--- config.mk ---
export PLATFORM = sky130hd
export DESIGN_NAME = bomb_game_ctrl
export DESIGN_NICKNAME = d
export VERILOG_FILES = /design/src/rtl/bomb_game_pkg.sv /design/src/rtl/bomb_edge_det.sv /design/src/rtl/bomb_game_ctrl.sv
export SDC_FILE = /design/constraint.sdc
export NUM_CORES = 1
export LEC_CHECK = 0
export BUFFER_PORTS_ARGS = -buffer_cell sky130_fd_sc_hd__buf_2
export CORE_ASPECT_RATIO = 0.9
export CORE_MARGIN = 8
export CORE_UTILIZATION = 58
export CTS_CLUSTER_DIAMETER = 30
export DETAILED_ROUTE_END_ITERATION = 8
export MAX_ROUTING_LAYER = met4
export PLACE_DENSITY = 0.81
export SKIP_CTS_REPAIR_TIMING = 1
export SLEW_MARGIN = 20
export SYNTH_ARGS = -nofsm -noshare
export SYNTH_HDL_FRONTEND = slang
export SYNTH_SLANG_ARGS = --single-unit
--- constraint.sdc ---
create_clock -name clk -period 4.95 [get_ports clk]
set_input_delay 0.2475 -clock clk [delete_from_list [all_inputs] [get_ports clk]]
set_output_delay 0.2475 -clock clk [all_outputs]
set_load 0.01 [all_outputs]
--- src/rtl/bomb_game_pkg.sv ---
// Shared constants for the bomb game sequencer: state encoding, state width
// and the default number of fuse steps.
package bomb_game_pkg;

  localparam int ST_W = 2;

  localparam logic [ST_W-1:0] ST_IDLE     = 2'd0;
  localparam logic [ST_W-1:0] ST_ARMED    = 2'd1;
  localparam logic [ST_W-1:0] ST_DEFUSED  = 2'd2;
  localparam logic [ST_W-1:0] ST_EXPLODED = 2'd3;

  localparam int FUSE_STEPS_DEF = 4;
  localparam int FUSE_W         = 3;

endpackage

--- src/rtl/bomb_edge_det.sv ---
// Input register plus rising-edge detector. The raw input is sampled once;
// an edge is a registered 1 whose previous registered sample was 0.
module bomb_edge_det #(
  parameter int W = 1
) (
  input  logic         clk,
  input  logic         rst,
  input  logic [W-1:0] i_d,
  output logic [W-1:0] o_q,
  output logic [W-1:0] o_rise
);

  logic [W-1:0] r_q;
  logic [W-1:0] r_prev;

  // Capture the raw input and keep the previous registered sample.
  always_ff @(posedge clk) begin
    if (!rst) begin
      r_q    <= '0;
      r_prev <= '0;
    end else begin
      r_q    <= i_d;
      r_prev <= r_q;
    end
  end

  assign o_q    = r_q;
  assign o_rise = r_q & ~r_prev;

endmodule

--- src/rtl/bomb_game_ctrl.sv ---
// Bomb game sequencer: arms on a start edge, burns one fuse step every
// TICKS_PER_STEP cycles and resolves wire cuts into DEFUSED or EXPLODED.
// Optional feature macro: BOMB_PENALTY_EN (a wrong cut costs one fuse step
// instead of exploding at once).
module bomb_game_ctrl
  import bomb_game_pkg::*;
#(
  parameter int TICKS_PER_STEP = 100,
  parameter int NUM_WIRES      = 4,
  parameter int CORRECT_WIRE   = 2,
  parameter int FUSE_STEPS     = FUSE_STEPS_DEF
) (
  input  logic                 clk,
  input  logic                 rst,
  input  logic                 start,
  input  logic [NUM_WIRES-1:0] cut_sw,
  output logic [2:0]           fuse_level,
  output logic                 bomb_en,
  output logic [NUM_WIRES-1:0] cut_mask,
  output logic                 fail,
  output logic                 win,
  output logic [1:0]           state
);

  localparam int CNT_W = (TICKS_PER_STEP > 1) ? $clog2(TICKS_PER_STEP) : 1;
  localparam logic [CNT_W-1:0]     TICK_LAST = CNT_W'(TICKS_PER_STEP - 1);
  localparam logic [CNT_W-1:0]     TICK_ONE  = CNT_W'(1);
  localparam logic [FUSE_W-1:0]    FUSE_MAX  = FUSE_W'(FUSE_STEPS);
  localparam logic [NUM_WIRES-1:0] GOOD_MASK =
    {{(NUM_WIRES-1){1'b0}}, 1'b1} << CORRECT_WIRE;

  logic                 w_start_q;
  logic                 w_start_rise;
  logic [NUM_WIRES-1:0] w_cut_q;
  logic [NUM_WIRES-1:0] w_cut_rise;

  logic [ST_W-1:0]      r_state;
  logic [FUSE_W-1:0]    r_fuse;
  logic [CNT_W-1:0]     r_cnt;
  logic [NUM_WIRES-1:0] r_mask;
  logic                 r_bomb_en;
  logic                 r_fail;
  logic                 r_win;

  logic [ST_W-1:0]      w_state_nxt;
  logic [FUSE_W-1:0]    w_fuse_nxt;
  logic [CNT_W-1:0]     w_cnt_nxt;
  logic [NUM_WIRES-1:0] w_mask_nxt;
  logic [FUSE_W-1:0]    w_fuse_inc;
  logic                 w_wrong;
  logic                 w_right;
  logic                 w_expire;
  logic                 w_arm_req;

  bomb_edge_det #(.W(1)) u_start_det (
    .clk    (clk),
    .rst    (rst),
    .i_d    (start),
    .o_q    (w_start_q),
    .o_rise (w_start_rise)
  );

  bomb_edge_det #(.W(NUM_WIRES)) u_cut_det (
    .clk    (clk),
    .rst    (rst),
    .i_d    (cut_sw),
    .o_q    (w_cut_q),
    .o_rise (w_cut_rise)
  );

  assign w_wrong    = |(w_cut_rise & ~GOOD_MASK);
  assign w_right    = |(w_cut_rise & GOOD_MASK);
  assign w_expire   = (r_cnt == TICK_LAST);
  assign w_fuse_inc = r_fuse + 3'd1;
  // Arming needs a fresh start edge with every registered switch still low.
  assign w_arm_req  = w_start_q & w_start_rise & ~(|w_cut_q);

  // Next-state logic: wrong cut beats correct cut, correct cut beats expiry.
  always_comb begin
    w_state_nxt = r_state;
    w_fuse_nxt  = r_fuse;
    w_cnt_nxt   = r_cnt;
    w_mask_nxt  = r_mask;
    case (r_state)
      ST_ARMED: begin
        w_mask_nxt = r_mask | w_cut_rise;
        if (w_wrong) begin
`ifdef BOMB_PENALTY_EN
          // A coincident expiry is absorbed: only this single step is burnt.
          w_fuse_nxt = w_fuse_inc;
          w_cnt_nxt  = '0;
          if (w_fuse_inc == FUSE_MAX) begin
            w_state_nxt = ST_EXPLODED;
          end else begin
            w_state_nxt = ST_ARMED;
          end
`else
          w_state_nxt = ST_EXPLODED;
`endif
        end else if (w_right) begin
          w_state_nxt = ST_DEFUSED;
        end else if (w_expire) begin
          w_cnt_nxt  = '0;
          w_fuse_nxt = w_fuse_inc;
          if (w_fuse_inc == FUSE_MAX) begin
            w_state_nxt = ST_EXPLODED;
          end else begin
            w_state_nxt = ST_ARMED;
          end
        end else begin
          w_cnt_nxt = r_cnt + TICK_ONE;
        end
      end
      ST_IDLE, ST_DEFUSED, ST_EXPLODED: begin
        if (w_arm_req) begin
          w_state_nxt = ST_ARMED;
          w_fuse_nxt  = '0;
          w_cnt_nxt   = '0;
          w_mask_nxt  = '0;
        end else begin
          w_state_nxt = r_state;
        end
      end
      default: begin
        w_state_nxt = ST_IDLE;
      end
    endcase
  end

  // State, counters and registered indications derived from the next state.
  always_ff @(posedge clk) begin
    if (!rst) begin
      r_state   <= ST_IDLE;
      r_fuse    <= '0;
      r_cnt     <= '0;
      r_mask    <= '0;
      r_bomb_en <= 1'b0;
      r_fail    <= 1'b0;
      r_win     <= 1'b0;
    end else begin
      r_state   <= w_state_nxt;
      r_fuse    <= w_fuse_nxt;
      r_cnt     <= w_cnt_nxt;
      r_mask    <= w_mask_nxt;
      r_bomb_en <= (w_state_nxt != ST_IDLE);
      r_fail    <= (w_state_nxt == ST_EXPLODED);
      r_win     <= (w_state_nxt == ST_DEFUSED);
    end
  end

  assign state      = r_state;
  assign fuse_level = r_fuse;
  assign cut_mask   = r_mask;
  assign bomb_en    = r_bomb_en;
  assign fail       = r_fail;
  assign win        = r_win;

endmodule

### Yosys cells after proc, flatten, opt, wreduce, memory -nomap -nowiden

Index checks and enable logic that the tools add are counted.

| word-level totals | value |
|---|---|
| word-level logic and storage cells | 57 |
| register bits after elaboration | 29 |

| cells by class | value |
|---|---|
| reductions and logical operators | 7 |
| muxes and demuxes | 18 |
| bitwise operators | 8 |
| equal/unequal tests | 11 |
| add/subtract/negate cells | 2 |

Operator list:

| cell | number |
|---|---|
| $mux W7 | 4 |
| $pmux W7 S2 | 1 |
| $mux W3 | 4 |
| $mux W2 | 5 |
| $eq A2 B2 Y1 const B | 4 |
| $ne A2 B2 Y1 const B | 4 |
| $pmux W4 S2 | 1 |
| $add A7 B1 Y7 const B | 1 |
| $eq A7 B7 Y1 const B | 1 |
| $pmux W3 S2 | 1 |
| $reduce_or A3 Y1 | 2 |
| $and A4 B4 Y4 | 1 |
| $mux W4 | 1 |
| $not A4 Y4 | 1 |
| $or A4 B4 Y4 | 1 |
| $pmux W2 S2 | 1 |
| $reduce_and A4 Y1 | 1 |
| $reduce_or A4 Y1 | 1 |
| $add A3 B1 Y3 const B | 1 |
| $and A1 B1 Y1 | 3 |
| $eq A3 B3 Y1 const B | 1 |
| $reduce_and A3 Y1 | 1 |
| $eq A2 B1 Y1 const B | 1 |
| $logic_not A2 Y1 | 1 |
| other kinds (2) | 3 |

### Logic depth before layout (Yosys ltp)

Gate-level depths: netlist of the first run.

| depth | value |
|---|---|
| depth after elaboration | 8 |
| gate-level depth with buffers | 7 |
| depth with buffers taken out | 6 |

### By module

Synthesis of the first run repeated with hierarchy kept, for this count alone.

| second synthesis, totals | value |
|---|---|
| cells, all modules | 134 |
| area total of the unflattened synthesis | 1257.5 sq um |

By module, submodules not included:

| module | cells each | times used | area an instance (sq um) | seq. area each (sq um) |
|---|---|---|---|---|
| bomb_game_ctrl | 109 | 1 | 955.9 | 380.4 |
| bomb_edge_det at u_cut_det | 20 | 1 | 235.2 | 160.2 |
| bomb_edge_det at u_start_det | 5 | 1 | 66.3 | 40.0 |

### Least setup slack after synthesis of the first run

No wires, ideal clock.

| path | value |
|---|---|
| kind | reg-to-reg |
| start point | reg u_cut_det.r_q[3] (netlist: u_cut_det.o_q[3]) |
| end point | reg r_fuse[0] (netlist: fuse_level[0]) |
| data required time | 4.835 ns |
| stages on the path, launching flop included | 7 |
| setup slack | 3.227 ns |
| arrival time | 1.609 ns |
| buffers on the path | 1 |
| library setup time | 0.115 ns |
| period minus slack after synthesis | 1.723 ns |
| cells stage by stage | dfxtp_1 -> or4b_4 -> nor3_2 -> nand2b_1 -> clkbuf_1 -> and3_1 -> o21a_1 |

| on the way | value |
|---|---|
| word-level cells in the longest chain between the ends | 5 |
| elaborated cells between the ends (all ways) | 8 |
| those cells by class | eq/ne (2); bitwise (3); reduce/logical (3) |

Ends and longest elaborated chain:

| element | RTL line | RTL |
|---|---|---|
| from (decl) | bomb_edge_det.sv:13 | `logic [W-1:0] r_q;` |
| from (signal assigned) | bomb_edge_det.sv:22 | `r_q <= i_d;` |
| $reduce_or A4 Y1 | bomb_game_ctrl.sv:76 | `assign w_arm_req = w_start_q & w_start_rise & ~(\|w_cut_q);` |
| $not A1 Y1 | bomb_game_ctrl.sv:76 |  |
| $and A1 B1 Y1 | bomb_game_ctrl.sv:76 |  |
| $ne A2 B2 Y1 (no source line) | - |  |
| $reduce_and A4 Y1 (no source line) (*) | - |  |
| to (signal assigned) | bomb_game_ctrl.sv:142 | `r_fuse <= w_fuse_nxt;` |
| to (decl) | bomb_game_ctrl.sv:38 | `logic [FUSE_W-1:0] r_fuse;` |

Every way passes the cells marked *; elsewhere a longest branch is shown, timed or not.
A chain may end at the register's enable or synchronous reset.

### Worst setup path after layout of the first run

| path | value |
|---|---|
| start point | reg r_state[0] (netlist: state[0]) |
| end point | reg r_cnt[3] |

| on the way | value |
|---|---|
| word-level cells in the longest chain between the ends | 4 |
| elaborated cells between the ends (all ways) | 10 |
| those cells by class | eq/ne (6); mux (1); reduce/logical (3) |

Ends and longest elaborated chain:

| element | RTL line | RTL |
|---|---|---|
| from (decl) | bomb_game_ctrl.sv:37 | `logic [ST_W-1:0] r_state;` |
| from (signal assigned) | bomb_game_ctrl.sv:141 | `r_state <= w_state_nxt;` |
| $eq A2 B2 Y1 / $logic_not A2 Y1 (equally long branches) | bomb_game_ctrl.sv:84 | `case (r_state)` |
| $reduce_or A3 Y1 | bomb_game_ctrl.sv:84 |  |
| $ne A2 B2 Y1 (no source line) | - |  |
| $reduce_and A3 Y1 (no source line) | - |  |
| to (signal assigned) | bomb_game_ctrl.sv:143 | `r_cnt <= w_cnt_nxt;` |
| to (decl) | bomb_game_ctrl.sv:39 | `logic [CNT_W-1:0] r_cnt;` |

Several ways; a longest one is shown, not always the timed one.

==> results of run 1 <==
cells by family after synthesis:
group,after synthesis,share of synthesized area [%]
AO/OA/AOI/OAI,23,12.3
adder cells (fa/ha/maj),3,3.16
flip-flops,29,48.8
multiplexers,1,0.842
buffers and inverters,7,2.95
AND/OR/NAND/NOR,57,31.2
XOR/XNOR,1,0.737
cells in the final DEF, fill, tap and decap left out, drive strengths merged, types with 3 or more instances in the layout:
| cell type | count |
|---|---|
| a21oi | 8 |
| a22oi | 4 |
| and2 | 13 |
| buf | 18 |
| clkbuf | 7 |
| dfxtp | 29 |
| ha | 3 |
| inv | 3 |
| nand3 | 5 |
| nor2 | 10 |
| nor2b | 8 |
| o21ai | 7 |
| or3 | 5 |
how the worst max path moves through the flow:
stage,from,endpoint,slack (ns),cells after the start
floorplan,u_cut_det.o_q[3],fuse_level[0],3.23,6
global placement,state[0],r_cnt[6],3.14,4
detailed placement,state[0],r_cnt[6],3.08,4
CTS,state[0],r_cnt[3],2.98,5
global route,state[0],r_cnt[6],2.80,5
finish,state[0],r_cnt[3],2.98,5
cell type report:
type	count	area, µm²
Clock buffer	7	65.1
Clock inverter	1	5.00
Fill cell	155	577
Inverter	3	11.3
Multi-Input combinational cell	85	573
Sequential cell	29	581
Tap cell	25	31.3
Timing Repair Buffer	18	90.1
flip-flops by register name (all words and copies together) (netlist names):
signal,cells
bomb_en,1
r_cnt,7
fail,1
u_start_det.r_prev,1
state,2
u_cut_det.o_q,4
cut_mask,4
fuse_level,3
win,1
u_cut_det.r_prev,4
u_start_det.o_q,1
worst max-delay path: stages (launching register included):
cell	delay, ns
dfxtp_1	0.44
nor2b_1	0.60
nor4_4	0.08
a21oi_2	0.39
o21ai_0	0.23
a21oi_1	0.16
power by group through the flow:
stage	clock (mW)	sequential (mW)	combinational (mW)
after floorplan	0	0.250	0.0211
after global placement	0	0.250	0.0284
after detailed placement	0	0.250	0.0293
after CTS	0.167	0.245	0.0295
after global routing	0.175	0.246	0.0325
final	0.162	0.245	0.0293
cell usage after synthesis, types with 2 or more instances:
| library cell | count | area [µm²] |
|---|---|---|
| nor4_4 | 2 | 42.5 |
| clkbuf_1 | 2 | 7.51 |
| nand2b_1 | 2 | 12.5 |
| nand3_1 | 5 | 25.0 |
| nand4_1 | 2 | 12.5 |
| and3_1 | 2 | 12.5 |
| a21oi_1 | 7 | 35.0 |
| nand2_1 | 2 | 7.51 |
| dfxtp_1 | 29 | 581 |
| o21ai_0 | 5 | 25.0 |
| or3_1 | 5 | 31.3 |
| inv_1 | 3 | 11.3 |
| nor2b_1 | 7 | 43.8 |
| a22oi_1 | 4 | 30.0 |
| and2_1 | 13 | 81.3 |
| ha_1 | 3 | 37.5 |
| nor2_1 | 10 | 37.5 |
| o21ai_1 | 2 | 10.0 |
through the flow:
stage / total power [mW] / cells / cell area (µm²) / util (%) / setup slack, ns
after global placement: 0.278 / 160 / 1290 / 66.5 / 3.14
final: 0.436 / 168 / 1360 / 70.2 / 2.98
after floorplan: 0.271 / 121 / 1190 / - / 3.23
after global routing: 0.453 / 168 / 1360 / 70.2 / 2.80
after detailed placement: 0.279 / 160 / 1290 / 66.5 / 3.08
after CTS: 0.441 / 168 / 1360 / 70.2 / 2.98
routing by layer:
layer / vias to the layer above / track usage (%) / part of all wire (%)
met5: - / - / 0
met4: 0 / 7.62 / 2.1
met3: 7 / 6.44 / 6.6
met2: 32 / 22.3 / 49
met1: 453 / 14.2 / 42
li1: 471 / - / -
==> metrics, run 1 <==
status complete, no violations; Setup Skew 0.00662 ns; P_int 335 µW; slew at the pin closest to its max-slew limit 0.689 ns; Max Freq 507 MHz; Mean Syn Cell Area 9.82 µm²; critical setup path kind reg2reg; Net Sw Frac 23.2%; CTS tree done; sequential cell area fraction in the yosys report 48.8%; Antenna diodes 0; Worst R2R Start state[0]; initial DRC count 26; Overall Global Routing Usage 14.0%; Post-route DRC 0; DR WL/cell 13.9 µm; via count 963; data required time of the worst path 5.21 ns; area grow syn2layout 14.1%; Syn Inst Count 121; Die ar. 3760 µm²; fin crit period 1.97 ns; core area 1930 µm²; router iterations before antenna repair 4; buffers from clock root to sink, at most 2; Switch Pwr 101 µW; flop-to-flop setup slack 2.98 ns; Comb power frac 6.7%; layout cells sized above 1 22.4%; die width 63.7 µm; root buf cell clkbuf_4; hold path start start; P per Cell Area 321 nW/µm²; post-DP HPWL 1.66 mm; CP Launch Type register; crit end category register; Hold Vio Cnt, Final 0; Die Ht 58.9 µm; vias in the first global route 902; Num CTS Buffers 5; Via density 5.73; hold-critical path depth 2; setup violators final 0; routed wire length 2.33 mm; Placer Congestion 0.841; Flop pwr share 56.1%; Core Rows 15; Netlist cell types 34; setup_tns 0 ns; Post-synth top flop dfxtp_1; Peak supply drop 0.000232 V; Slew Viols, Final 0; FF-to-FF path depth 5; IO Pins 19; Arr. time, crit path 2.23 ns; Syn Std Cell Area 1190 µm²; Max-slew headroom 54.0%; largest net degree at the start of global routing 15; worst skew pair latency 0.33 ns; crit-path max FO 12; GRT overflow 0; final cycle utilization of the critical path 39.8%; clock slew at reported path FFs 0.09 ns; Hold Path Class in2reg; synth warn 0; clock sink total 29; leakage 0.592 nW; IO Port Bufs 18; number of flops mapped to enable cells by yosys 0; Starting Density 61.5%; register bit total from synthesis 29; worst r2r dst r_cnt[3]; hold path endpoint u_start_det.o_q; Final ANT Viol Nets 0; Clk pwr share 37.1%; fin nets 152; Hold Slack 0.124 ns; MaxCap Viol Count 0; ys async rst share 0%; initial antenna violation count 0; Post-Syn Nets 131; RSZ-0062 raised after global routing no; H-tree depth reported by CTS 2; first-pass GRT wire length 3.98 mm
Power figures use the tool's default switching activity.
==> inputs of run 2 (changes only) <==
Settings changed: CORE_UTILIZATION 58 to 54, PLACE_DENSITY 0.81 to 0.77.
Clock period 4.95 ns to 2 ns, I/O delays scaled along.
==> metrics, run 2 (synthesized netlist as in run 1, its figures left out) <==
wire length on met1 985 µm (was 986 µm); P per Cell Area 723 nW/µm² (was 321 nW/µm²); Hold Vio Cnt, Final 0 (unchanged); CP Cell Sequence or4b_4 > nor3_2 > nand2b_1 > and3_1 > o21a_1 (was nor2b_1 > nor4_4 > a21oi_2 > o21ai_0 > a21oi_1); core area 2120 µm² (was 1930 µm²); MaxCap Viol Count 0 (unchanged); clock slew at reported path FFs 0.08 ns (was 0.09 ns); Slew Viols, Final 0 (unchanged); Biggest register r_cnt (unchanged); first-pass GRT wire length 3.82 mm (was 3.98 mm); Peak supply drop 0.000462 V (was 0.000232 V); IO Port Bufs 18 (unchanged); largest net degree at the start of global routing 15 (unchanged); data required time of the worst path 2.22 ns (was 5.21 ns); Die Ht 60.5 µm (was 58.9 µm); max FFs per register 7 (unchanged); Hold Path Class in2reg (unchanged); setup_tns 0 ns (unchanged); CTS tree done (unchanged); fin crit period 1.89 ns (was 1.97 ns); routed wl met3 147 µm (was 153 µm); DR WL/cell 13.7 µm (was 13.9 µm); initial antenna violation count 0 (unchanged); FF-to-FF path depth 5 (unchanged); Setup Skew 0.00650 ns (was 0.00662 ns); fin nets 158 (was 152); setup violators final 0 (unchanged); status complete, no violations (unchanged); Final ANT Viol Nets 0 (unchanged); leakage 0.607 nW (was 0.592 nW); via count 964 (was 963); Post-route DRC 0 (unchanged); buffers from clock root to sink, at most 2 (unchanged); Overall Global Routing Usage 13.3% (was 14.0%); fin util 66.0% (was 70.2%); post-DP HPWL 1.72 mm (was 1.66 mm); RSZ-0062 raised after global routing no (unchanged); CP max stage cell or4b_4 (was nor2b_1); routed wire length 2.41 mm (was 2.33 mm); final cycle utilization of the critical path 94.4% (was 39.8%); commonest non-fill, non-tap cell in the layout dfxtp_1 (unchanged); crit end category register (unchanged); slowest cell delay on critical path 0.57 ns (was 0.60 ns); slew at the pin closest to its max-slew limit 0.461 ns (was 0.689 ns); router iterations before antenna repair 4 (unchanged); H-tree depth reported by CTS 2 (unchanged); most frequent cells in the layout dfxtp_1 (29), buf_2 (18), and2_1 (13) (unchanged); Antenna diodes 0 (unchanged); Arr. time, crit path 2.11 ns (was 2.23 ns); Core Rows 16 (was 15); GRT overflow 0 (unchanged); total length of routed met2 wires 1.23 mm (was 1.14 mm); critical setup path kind reg2reg (unchanged); initial DRC count 35 (was 26); Max Used Layer met4 (unchanged); Max-slew headroom 68.8% (was 54.0%); IO Pins 19 (unchanged); Finished Cell Area 1400 µm² (was 1360 µm²); Num CTS Buffers 5 (unchanged); worst skew pair latency 0.32 ns (was 0.33 ns); Max Freq 530 MHz (was 507 MHz); die width 65.5 µm (was 63.7 µm); Starting Density 56.0% (was 61.5%); Via density 5.48 (was 5.73); Area after DPL 1300 µm² (was 1290 µm²); clock sink total 29 (unchanged); root buf cell clkbuf_4 (unchanged); crit-path max FO 8 (was 12); Hold Slack 0.115 ns (was 0.124 ns); Die ar. 3960 µm² (was 3760 µm²); area grow syn2layout 17.8% (was 14.1%); CP Launch Type register (unchanged); vias in the first global route 860 (was 902); hold-critical path depth 2 (unchanged); Placer Congestion 0.796 (was 0.841); layout cells sized above 1 20.8% (was 22.4%)
## run 2: cell count changes in the layout (fill, tap and decap cells not counted), sizes merged
cell and change:
dlygate4sd3 +5, clkinv -1, buf +1, clkbuf +1
## run 2: report_power, final
part	switching [mW]	leakage [nW]	total (mW)	internal, mW
Clock	0.185	0.0265	0.325	0.140
Combinational	0.0440	0.344	0.0827	0.0387
Sequential	0.0119	0.236	0.605	0.594
## run 2: worst max-delay path, delay by kind of cell, from the launching register on
| kind | cells | cell delay, ns |
|---|---|---|
| AND/OR/NAND/NOR | 4 | 1.30 |
| flip-flops | 1 | 0.32 |
| AO/OA/AOI/OAI | 1 | 0.17 |
## run 2: through the flow
stage | instances | setup WS (ns) | power [mW]
2_1_floorplan | 121 | 0.277 | 0.671
3_3_place_gp | 163 | 0.219 | 0.689
3_5_place_dp | 163 | 0.151 | 0.694
4_1_cts | 171 | 0.125 | 1.01
5_1_grt | 176 | 0.0167 | 1.06
6_report | 176 | 0.112 | 1.01
## run 2: area by class of cell
| cell class | count | area, µm² |
|---|---|---|
| Multi-Input combinational cell | 85 | 578 |
| Fill cell | 180 | 722 |
| Timing Repair Buffer | 24 | 148 |
| Inverter | 3 | 11.3 |
| Tap cell | 27 | 33.8 |
| Sequential cell | 29 | 581 |
| Clock buffer | 8 | 48.8 |
## run 2: final timing paths
| check | start | to | slack [ns] |
|---|---|---|---|
| worst max-delay path | u_cut_det.o_q[3] | fuse_level[0] | 0.11 |
| worst min-delay path | rst | bomb_en | 0.11 |
| worst max register to register | u_cut_det.o_q[3] | fuse_level[0] | 0.11 |
| worst min register to register | u_start_det.o_q | u_start_det.r_prev | 0.46 |
## run 2: routing by layer
layer,global-route usage [%],vias to the layer above
met3,5.17,6
li1,-,482
met1,13.2,447
met5,-,-
met2,22.2,29
met4,7.45,0
